`src/rtl/riscv_pkg.sv`:
```
// Shared RISC-V core definitions: fetch FSM states, the canonical NOP word and
// the branch funct3 encodings that the fetch stage and control_unit agree on.
package riscv_pkg;

    localparam int          XLEN      = 32;
    localparam logic [31:0] NOP_INSTR = 32'h0000_0013;

    localparam logic [2:0] F3_BEQ = 3'b000;
    localparam logic [2:0] F3_BNE = 3'b001;
    localparam logic [2:0] F3_BLT = 3'b100;

    typedef enum logic [1:0] {
        ST_IDLE  = 2'b00,
        ST_FETCH = 2'b01,
        ST_EXEC  = 2'b10,
        ST_ERROR = 2'b11
    } fetch_state_e;

    // Instruction addresses must be word aligned.
    function automatic logic is_misaligned(input logic [1:0] addr_lsb);
        return (addr_lsb != 2'b00);
    endfunction

endpackage

```
`src/rtl/pc_next_calc.sv`:
```
// Combinational next-PC selection: sequential (pc+4) or branch (pc+imm_ext),
// with word-alignment check on the selected target. All sums wrap modulo 2^XLEN.
module pc_next_calc
    import riscv_pkg::*;
#(
    parameter int XLEN = riscv_pkg::XLEN
) (
    input  logic [XLEN-1:0] pc,
    input  logic [XLEN-1:0] imm_ext,
    input  logic            pc_src,
    output logic [XLEN-1:0] next_pc,
    output logic [XLEN-1:0] pc_plus4,
    output logic            misaligned
);

    logic [XLEN-1:0] pc_branch_s;

    assign pc_plus4    = pc + XLEN'(4);
    assign pc_branch_s = pc + imm_ext;

    // Select the commit target and flag a non-word-aligned result.
    always_comb begin
        next_pc    = pc_plus4;
        misaligned = 1'b0;
        if (pc_src) begin
            next_pc = pc_branch_s;
        end else begin
            next_pc = pc_plus4;
        end
        misaligned = is_misaligned(next_pc[1:0]);
    end

endmodule

```
`src/rtl/fetch_pc_unit.sv`:
```
// Instruction-fetch stage: owns the PC, fetches over a req/ready handshake and
// advances on commit. Optional retired-instruction counter under FETCH_INSTRET_EN.
module fetch_pc_unit #(
    parameter int               XLEN      = riscv_pkg::XLEN,
    parameter logic [XLEN-1:0]  RESET_PC  = {XLEN{1'b0}},
    parameter logic [31:0]      NOP_INSTR = riscv_pkg::NOP_INSTR
) (
    input  logic            clk,
    input  logic            rst,
    input  logic            stall,
    input  logic            pc_src,
    input  logic [XLEN-1:0] imm_ext,
    output logic            imem_req,
    output logic [XLEN-1:0] imem_addr,
    input  logic            imem_ready,
    input  logic [31:0]     imem_rdata,
    output logic [31:0]     instr,
    output logic            instr_valid,
    output logic [XLEN-1:0] pc,
    output logic [XLEN-1:0] pc_plus4,
    output logic            misalign_err,
    output logic [31:0]     instret
);
    import riscv_pkg::*;

    fetch_state_e    state_r;
    fetch_state_e    next_state_s;
    logic [XLEN-1:0] pc_r;
    logic [31:0]     instr_r;
    logic            valid_r;
    logic            err_r;
    logic            req_r;
    logic [XLEN-1:0] next_pc_s;
    logic            misaligned_s;
    logic            commit_s;

    pc_next_calc #(.XLEN(XLEN)) u_pc_next_calc (
        .pc         (pc_r),
        .imm_ext    (imm_ext),
        .pc_src     (pc_src),
        .next_pc    (next_pc_s),
        .pc_plus4   (pc_plus4),
        .misaligned (misaligned_s)
    );

    assign commit_s = (state_r == ST_EXEC) && !stall;

    // Next-state decode for the fetch FSM.
    always_comb begin
        next_state_s = state_r;
        case (state_r)
            ST_IDLE:  next_state_s = ST_FETCH;
            ST_FETCH: begin
                if (imem_ready) begin
                    next_state_s = ST_EXEC;
                end else begin
                    next_state_s = ST_FETCH;
                end
            end
            ST_EXEC: begin
                if (stall) begin
                    next_state_s = ST_EXEC;
                end else if (misaligned_s) begin
                    next_state_s = ST_ERROR;
                end else begin
                    next_state_s = ST_FETCH;
                end
            end
            ST_ERROR: next_state_s = ST_ERROR;
            default:  next_state_s = ST_IDLE;
        endcase
    end

    // State, PC, held instruction and status registers.
    always_ff @(posedge clk or posedge rst) begin
        if (rst) begin
            state_r <= ST_IDLE;
            pc_r    <= RESET_PC;
            instr_r <= NOP_INSTR;
            valid_r <= 1'b0;
            err_r   <= 1'b0;
            req_r   <= 1'b0;
        end else begin
            state_r <= next_state_s;
            // imem_req is registered from the next state so it is glitch-free.
            req_r   <= (next_state_s == ST_FETCH);
            case (state_r)
                ST_FETCH: begin
                    if (imem_ready) begin
                        instr_r <= imem_rdata;
                        valid_r <= 1'b1;
                    end
                end
                ST_EXEC: begin
                    if (!stall) begin
                        instr_r <= NOP_INSTR;
                        valid_r <= 1'b0;
                        if (misaligned_s) begin
                            err_r <= 1'b1;
                        end else begin
                            pc_r <= next_pc_s;
                        end
                    end
                end
                default: begin
                    valid_r <= 1'b0;
                end
            endcase
        end
    end

`ifdef FETCH_INSTRET_EN
    logic [31:0] instret_r;

    // Count commits that proceed to the next fetch.
    always_ff @(posedge clk or posedge rst) begin
        if (rst) begin
            instret_r <= 32'd0;
        end else if (commit_s && !misaligned_s) begin
            instret_r <= instret_r + 32'd1;
        end
    end

    assign instret = instret_r;
`else
    assign instret = 32'd0;
`endif

    assign imem_req     = req_r;
    assign imem_addr    = pc_r;
    assign pc           = pc_r;
    assign instr        = instr_r;
    assign instr_valid  = valid_r;
    assign misalign_err = err_r;

endmodule

```
`config.mk`:
```
export PLATFORM = sky130hd
export DESIGN_NAME = fetch_pc_unit
export DESIGN_NICKNAME = d
export VERILOG_FILES = /design/src/rtl/riscv_pkg.sv /design/src/rtl/pc_next_calc.sv /design/src/rtl/fetch_pc_unit.sv
export SDC_FILE = /design/constraint.sdc
export NUM_CORES = 1
export LEC_CHECK = 0
export CAP_MARGIN = 20
export CELL_PAD_IN_SITES_DETAIL_PLACEMENT = 0
export CELL_PAD_IN_SITES_GLOBAL_PLACEMENT = 1
export CORE_MARGIN = 1
export CORE_UTILIZATION = 34
export DETAILED_ROUTE_END_ITERATION = 6
export PLACE_DENSITY_LB_ADDON = 0.1
export SYNTH_ARGS = -nofsm -noshare
export SYNTH_HDL_FRONTEND = slang
export SYNTH_SLANG_ARGS = --single-unit
```
`constraint.sdc`:
```
create_clock -name clk -period 4.8 [get_ports clk]
set_input_delay 1.2 -clock clk [delete_from_list [all_inputs] [get_ports clk]]
set_output_delay 1.2 -clock clk [all_outputs]
set_load 0.02 [all_outputs]
```
# Word level (Yosys, flattened, before mapping)
# Index checks and enable logic that the tools add are counted.
[classes]
add_sub_neg = 2
eq_ne = 6
muxes = 11
bitwise = 2
n_reduce_logical = 7
[ops]
columns = ["operator", "n"]
rows = [
  ["32-bit 2-to-1 mux", 3],
  ["32-bit case mux with 2 select lines", 1],
  ["32-bit by 3-bit adder with 32-bit output, second input constant", 1],
  ["32-bit adder", 1],
  ["3-bit AND reduction", 3],
  ["2-bit case mux with 4 select lines", 1],
  ["2-bit 2-to-1 mux", 3],
  ["2-bit by 1-bit equality test with 1-bit output, second input constant", 2],
  ["2-bit equality test, second input constant", 2],
  ["2-bit inequality test, second input constant", 2],
  ["2-bit nonzero test", 2],
  ["2-bit logical NOT", 1],
  ["1-bit 2-to-1 mux", 2],
  ["1-bit NOT", 2],
  ["1-bit case mux with 2 select lines", 1],
  ["2-bit AND reduction", 1],
]
[totals]
regBits = 69
inputBits = 69
out_inout_bits = 163
elab_cells = 34

# Longest topological paths before layout
# Gate-level depths: netlist of run 1.
[depth]
depth_word = 7
depth_mapped = 10
depth_no_buf = 10

# Modules after synthesis
# From an unflattened synthesis of run 1, not the netlist that was laid out.
[unflattened]
cells_unflattened = 723
area_unflattened_um2 = 6095.8
[modules_own_cells]
columns = ["module", "instances", "cells_each", "area_per_inst_um2", "seq_area_each_um2"]
rows = [
  ["fetch_pc_unit", 1, 331, 3549.7, 1730.4],
  ["pc_next_calc", 1, 392, 2546.2, 0.0],
]

# Worst setup path after synthesis of run 1
# No wires, ideal clock.
[synth_timing]
kind = "input to register"
from = "input imm_ext[0]"
to = "register pc_r[16], in the netlist imem_addr[16]"
setup_ns = 0.125
arrival_ns = 3.295
t_required_ns = 4.675
slack_ns = 1.380
path_stages = 10
path_buffers = 0
path_cell_list = "ha_1 > fa_1 > a21oi_1 > o211ai_1 > a22oi_1 > a21oi_1 > a311oi_2 > xor2_1 > o21ai_0 > mux2_2"
[synth_between]
elab_chain_cells = 5
[synth_lines]
columns = ["item", "line_no", "source"]
rows = [
  ["start, declared", "fetch_pc_unit.sv:12", "input logic [XLEN-1:0] imm_ext,"],
  ["32-bit adder (*)", "pc_next_calc.sv:19", "assign pc_branch_s = pc + imm_ext;"],
  ["32-bit 2-to-1 mux (*)", "pc_next_calc.sv:25", "if (pc_src) begin"],
  ["2-bit nonzero test", "riscv_pkg.sv:21", "return (addr_lsb != 2'b00);"],
  ["1-bit NOT (no source line)", "--", ""],
  ["3-bit AND reduction (no source line)", "--", ""],
  ["end signal, assigned", "fetch_pc_unit.sv:101", "pc_r <= next_pc_s;"],
  ["end, declared", "fetch_pc_unit.sv:28", "logic [XLEN-1:0] pc_r;"],
]
# Mark *: on every way between the ends. The rest lies on a longest branch, timed or not.
# A chain may end at the register's enable or synchronous reset.

# Final worst setup path of run 1
[layout_timing]
from = "register pc_r[2], in the netlist imem_addr[2]"
to = "output pc_plus4[26]"
[layout_between]
elab_chain_cells = 1
[layout_lines]
columns = ["item", "line_no", "source"]
rows = [
  ["32-bit by 3-bit adder with 32-bit output", "pc_next_calc.sv:18", "assign pc_plus4 = pc + XLEN'(4);"],
  ["end, declared", "fetch_pc_unit.sv:20", "output logic [XLEN-1:0] pc_plus4,"],
]
# No other way between the ends.

==> results of run 1 <==
## stage by stage
step | utilization | area (sq um) | setup slack (ns) | hold WS, ns | cells
after floorplan | - | 5940 | 1.38 | 0.510 | 722
after global placement | 0.453 | 7540 | 0.640 | 0.443 | 1041
after detailed placement | 0.453 | 7540 | 0.552 | 0.451 | 1041
after CTS | 0.471 | 7850 | 0.161 | 0.467 | 1057
after global routing | 0.473 | 7870 | 0.111 | 0.489 | 1058
final | 0.473 | 7870 | 0.318 | 0.469 | 1058
## what timing repair did
item | CTS | global route
endpoints found under the setup margin | 0 | 1
gates resized for setup | 0 | 1
buffers inserted | 0 | 0
## where the power goes
part,internal [W],switching (W),total [W]
registers,0.000832,0.000341,0.00117
clock network,0.000420,0.000281,0.000701
logic,0.00154,0.00179,0.00334
## metal layers
layer  GRT usage  routed length [microns]  up-vias
li1            -                        -     2684
met1       0.278                     8500     2623
met2       0.361                     9270      159
met3      0.0234                      663       10
met4      0.0556                      162        0
met5           0                        0        -
## placed cells by master (no fill, tap or decap), types with 18 or more instances in the layout
cell / count
clkdlybuf4s50_1: 198
a21oi_1: 53
o21ai_0: 55
xnor2_1: 33
inv_1: 21
xor2_1: 19
a21o_1: 18
a22o_1: 29
nor2_1: 43
dfrtp_1: 66
ha_1: 32
nand3_1: 28
conb_1: 32
nand2_1: 42
## how the worst max path moves through the flow
| stage | to |
|---|---|
| 6_report | pc_plus4[26] |
| 5_1_grt | pc_plus4[26] |
| 4_1_cts | pc_plus4[26] |
| 3_5_place_dp | pc_plus4[26] |
| 3_3_place_gp | pc_plus4[26] |
| 2_1_floorplan | imem_addr[16] |
## worst register-to-register path, stage by stage (launching register included)
cell and delay, ns:
dfrtp_1 0.45, ha_1 0.25, fa_1 0.49, nor2_1 0.04
a21oi_1 0.29, nand2b_1 0.80, buf_4 0.30, nor4_1 0.06
a21oi_1 0.14, o21ai_0 0.11
## logic make-up (layout without fill, tap and decap cells)
group | Yosys count | after routing
mux | 4 | 4
simple gates | 186 | 186
xor+xnor | 52 | 52
fa+ha+maj | 33 | 33
compound gates | 216 | 216
other cells | 1 | 32
flops | 69 | 69
buf+inv | 130 | 246
## final cells by class
| class | count | share of cell area |
|---|---|---|
| clock inverter | 6 | 0.00891 |
| tap | 220 | 0.0350 |
| timing repair buffer | 208 | 0.263 |
| inverter | 22 | 0.0105 |
| sequential | 69 | 0.220 |
| multi-input combinational | 523 | 0.433 |
| clock buffer | 10 | 0.0304 |
## sequential cells by signal (all words and copies together), names as in the netlist
signal and flops:
imem_addr 32, imem_req 1, instr 32, instr_valid 1, misalign_err 1, state_r 2
==> metrics.txt, run 1 <==
run status complete, no violations; Post-synth EDFFs 0; WHS Endpoint misalign_err; global route overflow 0; YS warnings 0; H-tree depth 3; CTS tree built; count leader, synth buf_4; largest net degree at the start of global routing just over 60; sum of negative setup slack 0 ns; Worst-Margin Slew 0.958 ns; first-pass GRT wire length 29.2 mm; VDD IR-drop max about 290 uV; endpoints failing setup 0; register bit total from synthesis 69; Crit path max-delay family simple AND/OR/NAND/NOR gates; Layout fillers about 1600; crit path launch imem_addr[2]; share of cells above drive strength 1 0.0597; Cells after Synth between 600 and 700; Iter 0 DRT Violations 327; simple-gate share of the synthesized area 0.160; Worst setup EP type output port; mean post-synth cell area 8.43 sq um; Startpoint Class flop; Final Power roughly 0.0052 W; reg-to-reg endpoint imem_addr[18]; routed via count about 5500; asr flop ratio synth 1.00; area leader, netlist dfrtp_1; Ports ~230; Post-DP HPWL around 14 mm; area grow syn2layout 35.1%; routed len/inst roughly 18 microns; r2r startpoint imem_addr[0]; number of global-route vias before repair between 5000 and 6000; Worst Hold Launch misalign_err; CTS max path bufs 2; main combinational cell family by area after synthesis compound AO/OA/AOI/OAI gates; total routed wirelength ~19 mm; die width approximately 130 microns; reg2reg setup slack between 1.5 and 2 ns; FF/Latch Area around 0.0017 sq mm; total global-route track usage 0.210; Layout Skew approximately 0.0072 ns; Yosys top cell area share 0.284; GP Congestion about 0.85; Yosys cell types between 60 and 70; Initial Util 0.350; Final Cycle Share 0.934; Final ANT Viol Nets 0; Via-to-Cell Ratio around 5.2; RSZ-0062 raised after global routing false; TritonRoute pass-1 iters 5; DRC 0; post-synthesis xor/xnor area fraction 0.0782; Highest Clock Rate around 220 MHz; footprint of the multi-input gates ~0.0034 sq mm; number of antenna diodes 0; CTS Sinks just under 70; CP Max Fanout 8; num rows 47; Required @ worst endpoint roughly 3.6 ns; Synth top cells by count buf_4 (68), dfrtp_1 (66), o21ai_0 (55), a21oi_1 (53), nor2_1 (45); Die ar. around 0.018 sq mm; sequential area share after synthesis 0.297; Crit Path Class reg2out; worst path bufs/invs 1; Cell Area, Synth 0.00582 sq mm; post-synthesis adder-cell area fraction 0.0722; nets between 900 and 1000; HP Class reg2reg; compound-cell area share of the yosys netlist 0.245; Static Leak between 3 and 4 nW; post-cts hold buffer count 0; core area between 0.015 and 0.02 sq mm; root buffer cell clkbuf_16; MaxCap Viol Count 0; Slew Viols, Final 0; Worst path slowest cell clkdlybuf4s50_1; cell breakdown of the critical path ha_1 -> nand4_1 -> nor3_2 -> nand2_1 -> nor2_2 -> and4_1 -> xor2_1 -> clkdlybuf4s50_1; clock network latency to the later pin of the worst-skew pair between 0.3 and 0.4 ns; PortBufs ~200; top area cells in the synthesized netlist dfrtp_1 (28%), buf_4 (8.8%), ha_1 (6.9%), xnor2_1 (5.0%), o21ai_0 (4.7%); final hold viol count 0; antenna violations before repair 0; worst slew margin relative to its limit 0.361; R2R cell count 9; fin crit period between 4 and 5 ns; Worst path max stage delay between 0.6 and 0.7 ns; critical path arrival around 3.3 ns; pwr dens between 600 and 700 mW/mm^2; CTS buffer count 9; Reg clk slew, reported paths 0.06 ns; Die Ht around 130 microns; Primary FF master, synth dfrtp_1; hold path depth 1; multiplexer share of the synthesized area 0.00730; WP depth 8
(Power assumes the default switching activity.)
==> inputs of run 2 (changes only) <==
CORE_MARGIN = 2   (was 1)
==> run 2 against run 1 <==
First-iteration DRC count rose by 3.4%. Setup slack worse by 0.15 ns. Largest cell class unchanged. Utilization is 0.17 points lower. Largest power group unchanged. Clock-buffer cell count shrank 1. Critical path type unchanged.
==> metrics.txt, run 2 (synthesis results as in run 1) <==
sum of negative setup slack 0 ns; critical path arrival around 3.4 ns; Reg power frac 0.228; Iter 0 DRT Violations between 300 and 400; CTS max path bufs 2; Startpoint Class flop; GP Congestion about 0.86; total routed wirelength approximately 18 mm; final hold viol count 0; number of antenna diodes 0; Worst setup EP type output port; post_cts resized 0; Layout Skew 0.00737 ns; clock share of power 0.130; number of global-route vias before repair 5357; post-cts hold buffer count 0; Final ANT Viol Nets 0; Crit Path Class reg2out; Initial Util 0.350; reg2reg setup slack 1.74 ns; core area between 0.015 and 0.02 sq mm; Via-to-Cell Ratio 5.19; TritonRoute pass-1 iters 5; CTS buffer count 9; Die Ht about 130 microns; global route overflow 0; DRC 0; most common cell after layout, fill and taps aside clkdlybuf4s50_1; Worst path slowest cell clkdlybuf4s50_1; routed len/inst 17.4 microns; endpoints failing setup 0; VDD IR-drop max 333 uV; HP Class reg2reg; root buffer cell clkbuf_16; Highest Clock Rate between 200 and 250 MHz; CTS Sinks between 60 and 70; nets just over 900; NetSw 0.00239 W; CP Max Fanout 8; Final WS setup 0.163 ns; cell breakdown of the critical path ha_1 -> nand4_1 -> nor3_2 -> nand2_1 -> nor2_1 -> and4_1 -> xor2_1 -> clkdlybuf4s50_1; switching part of the total 0.464; Reg clk slew, reported paths ~0.060 ns; worst slew margin relative to its limit 0.411; pwr dens about 660 mW/mm^2; share of cells above drive strength 1 0.0562; RSZ-0062 raised after global routing false; PortBufs 199; first-pass GRT wire length 28.9 mm; Final Cycle Share 0.966; pre-CTS setup slack 0.528 ns; Worst path max stage delay between 0.6 and 0.7 ns; post-CTS setup buffer count 0; MaxCap Viol Count 0; CTS tree built; antenna violations before repair 0; run status complete, no violations; commonest cells after routing, fill and taps aside clkdlybuf4s50_1 (198), dfrtp_1 (66), o21ai_0 (55); area grow syn2layout 34.6%; num rows 47; Ports ~230; Int Power ~0.0028 W; routed via count 5476; post-layout util 0.471; Worst-Margin Slew 0.884 ns; Layout fillers around 1600; Static Leak between 3 and 4 nW; clock network latency to the later pin of the worst-skew pair ~0.34 ns; Required @ worst endpoint roughly 3.6 ns; Post-DP HPWL roughly 14 mm; H-tree depth 3; largest net degree at the start of global routing between 60 and 70; total global-route track usage 0.200; combinational power share 0.641; fin crit period between 4 and 5 ns; Slew Viols, Final 0; Die ar. between 0.015 and 0.02 sq mm; die width ~130 microns
## run 2: cell types whose count changed in the layout (fill, tap and decap cells not counted), sizes merged
cell	delta
inv	-2
clkinvlp	-2
buf	-1
clkbuf	-1
clkinv	+4
## run 2: power groups by stage
| stage | logic (W) | clock network (W) | registers [W] |
|---|---|---|---|
| CTS | 0.00333 | 0.000688 | 0.00118 |
| global placement | 0.00331 | 0 | 0.00117 |
| finish | 0.00331 | 0.000673 | 0.00118 |
| detailed placement | 0.00330 | 0 | 0.00119 |
| floorplan | 0.00196 | 0 | 0.00138 |
| global route | 0.00358 | 0.000712 | 0.00123 |
## run 2: worst max-delay path: cells and delay by family, from the launching register on
family | cells | cell delay, ns
xor gates and xnor gates | 1 | 0.16
adders and majority gates | 1 | 0.30
buffers and inverters | 1 | 0.62
DFF | 1 | 0.48
and+or+nand+nor | 5 | 1.53
## run 2: path summary, 6_finish.rpt
| check | cells after the start | end | from |
|---|---|---|---|
| hold reg to reg | 1 | misalign_err | misalign_err |
| min in group asynchronous | 2 | imem_addr[3] | rst |
| hold / removal | 1 | misalign_err | misalign_err |
| setup / recovery | 8 | pc_plus4[26] | imem_addr[2] |
| setup reg to reg | 10 | imem_addr[28] | imem_addr[0] |
| max in group asynchronous | 4 | instr[5] | rst |
## run 2: through the flow
step,std cells,hold WS (ns),instance area (sq um),power (W)
2_1_floorplan,722,0.510,5940,0.00334
3_3_place_gp,1040,0.441,7530,0.00448
3_5_place_dp,1040,0.458,7530,0.00449
4_1_cts,1055,0.475,7820,0.00519
5_1_grt,1056,0.492,7840,0.00552
6_report,1056,0.471,7840,0.00516
## run 2: routing by layer
layer | wire, microns | GRT usage | vias to the layer above
li1 | - | - | 2666
met1 | 8230 | 0.269 | 2605
met2 | 8860 | 0.332 | 190
met3 | 962 | 0.0349 | 15
met4 | 277 | 0.0550 | 0
met5 | 0 | 0 | -
## run 2: layout make-up
class | count | area, sq um | area share
multi-input combinational | 523 | 3400 | 0.434
timing repair buffer | 207 | 2060 | 0.263
sequential | 69 | 1730 | 0.221
tap | 220 | 275 | 0.0351
clock buffer | 9 | 225 | 0.0287
inverter | 22 | 82.6 | 0.0105
clock inverter | 6 | 65.1 | 0.00830
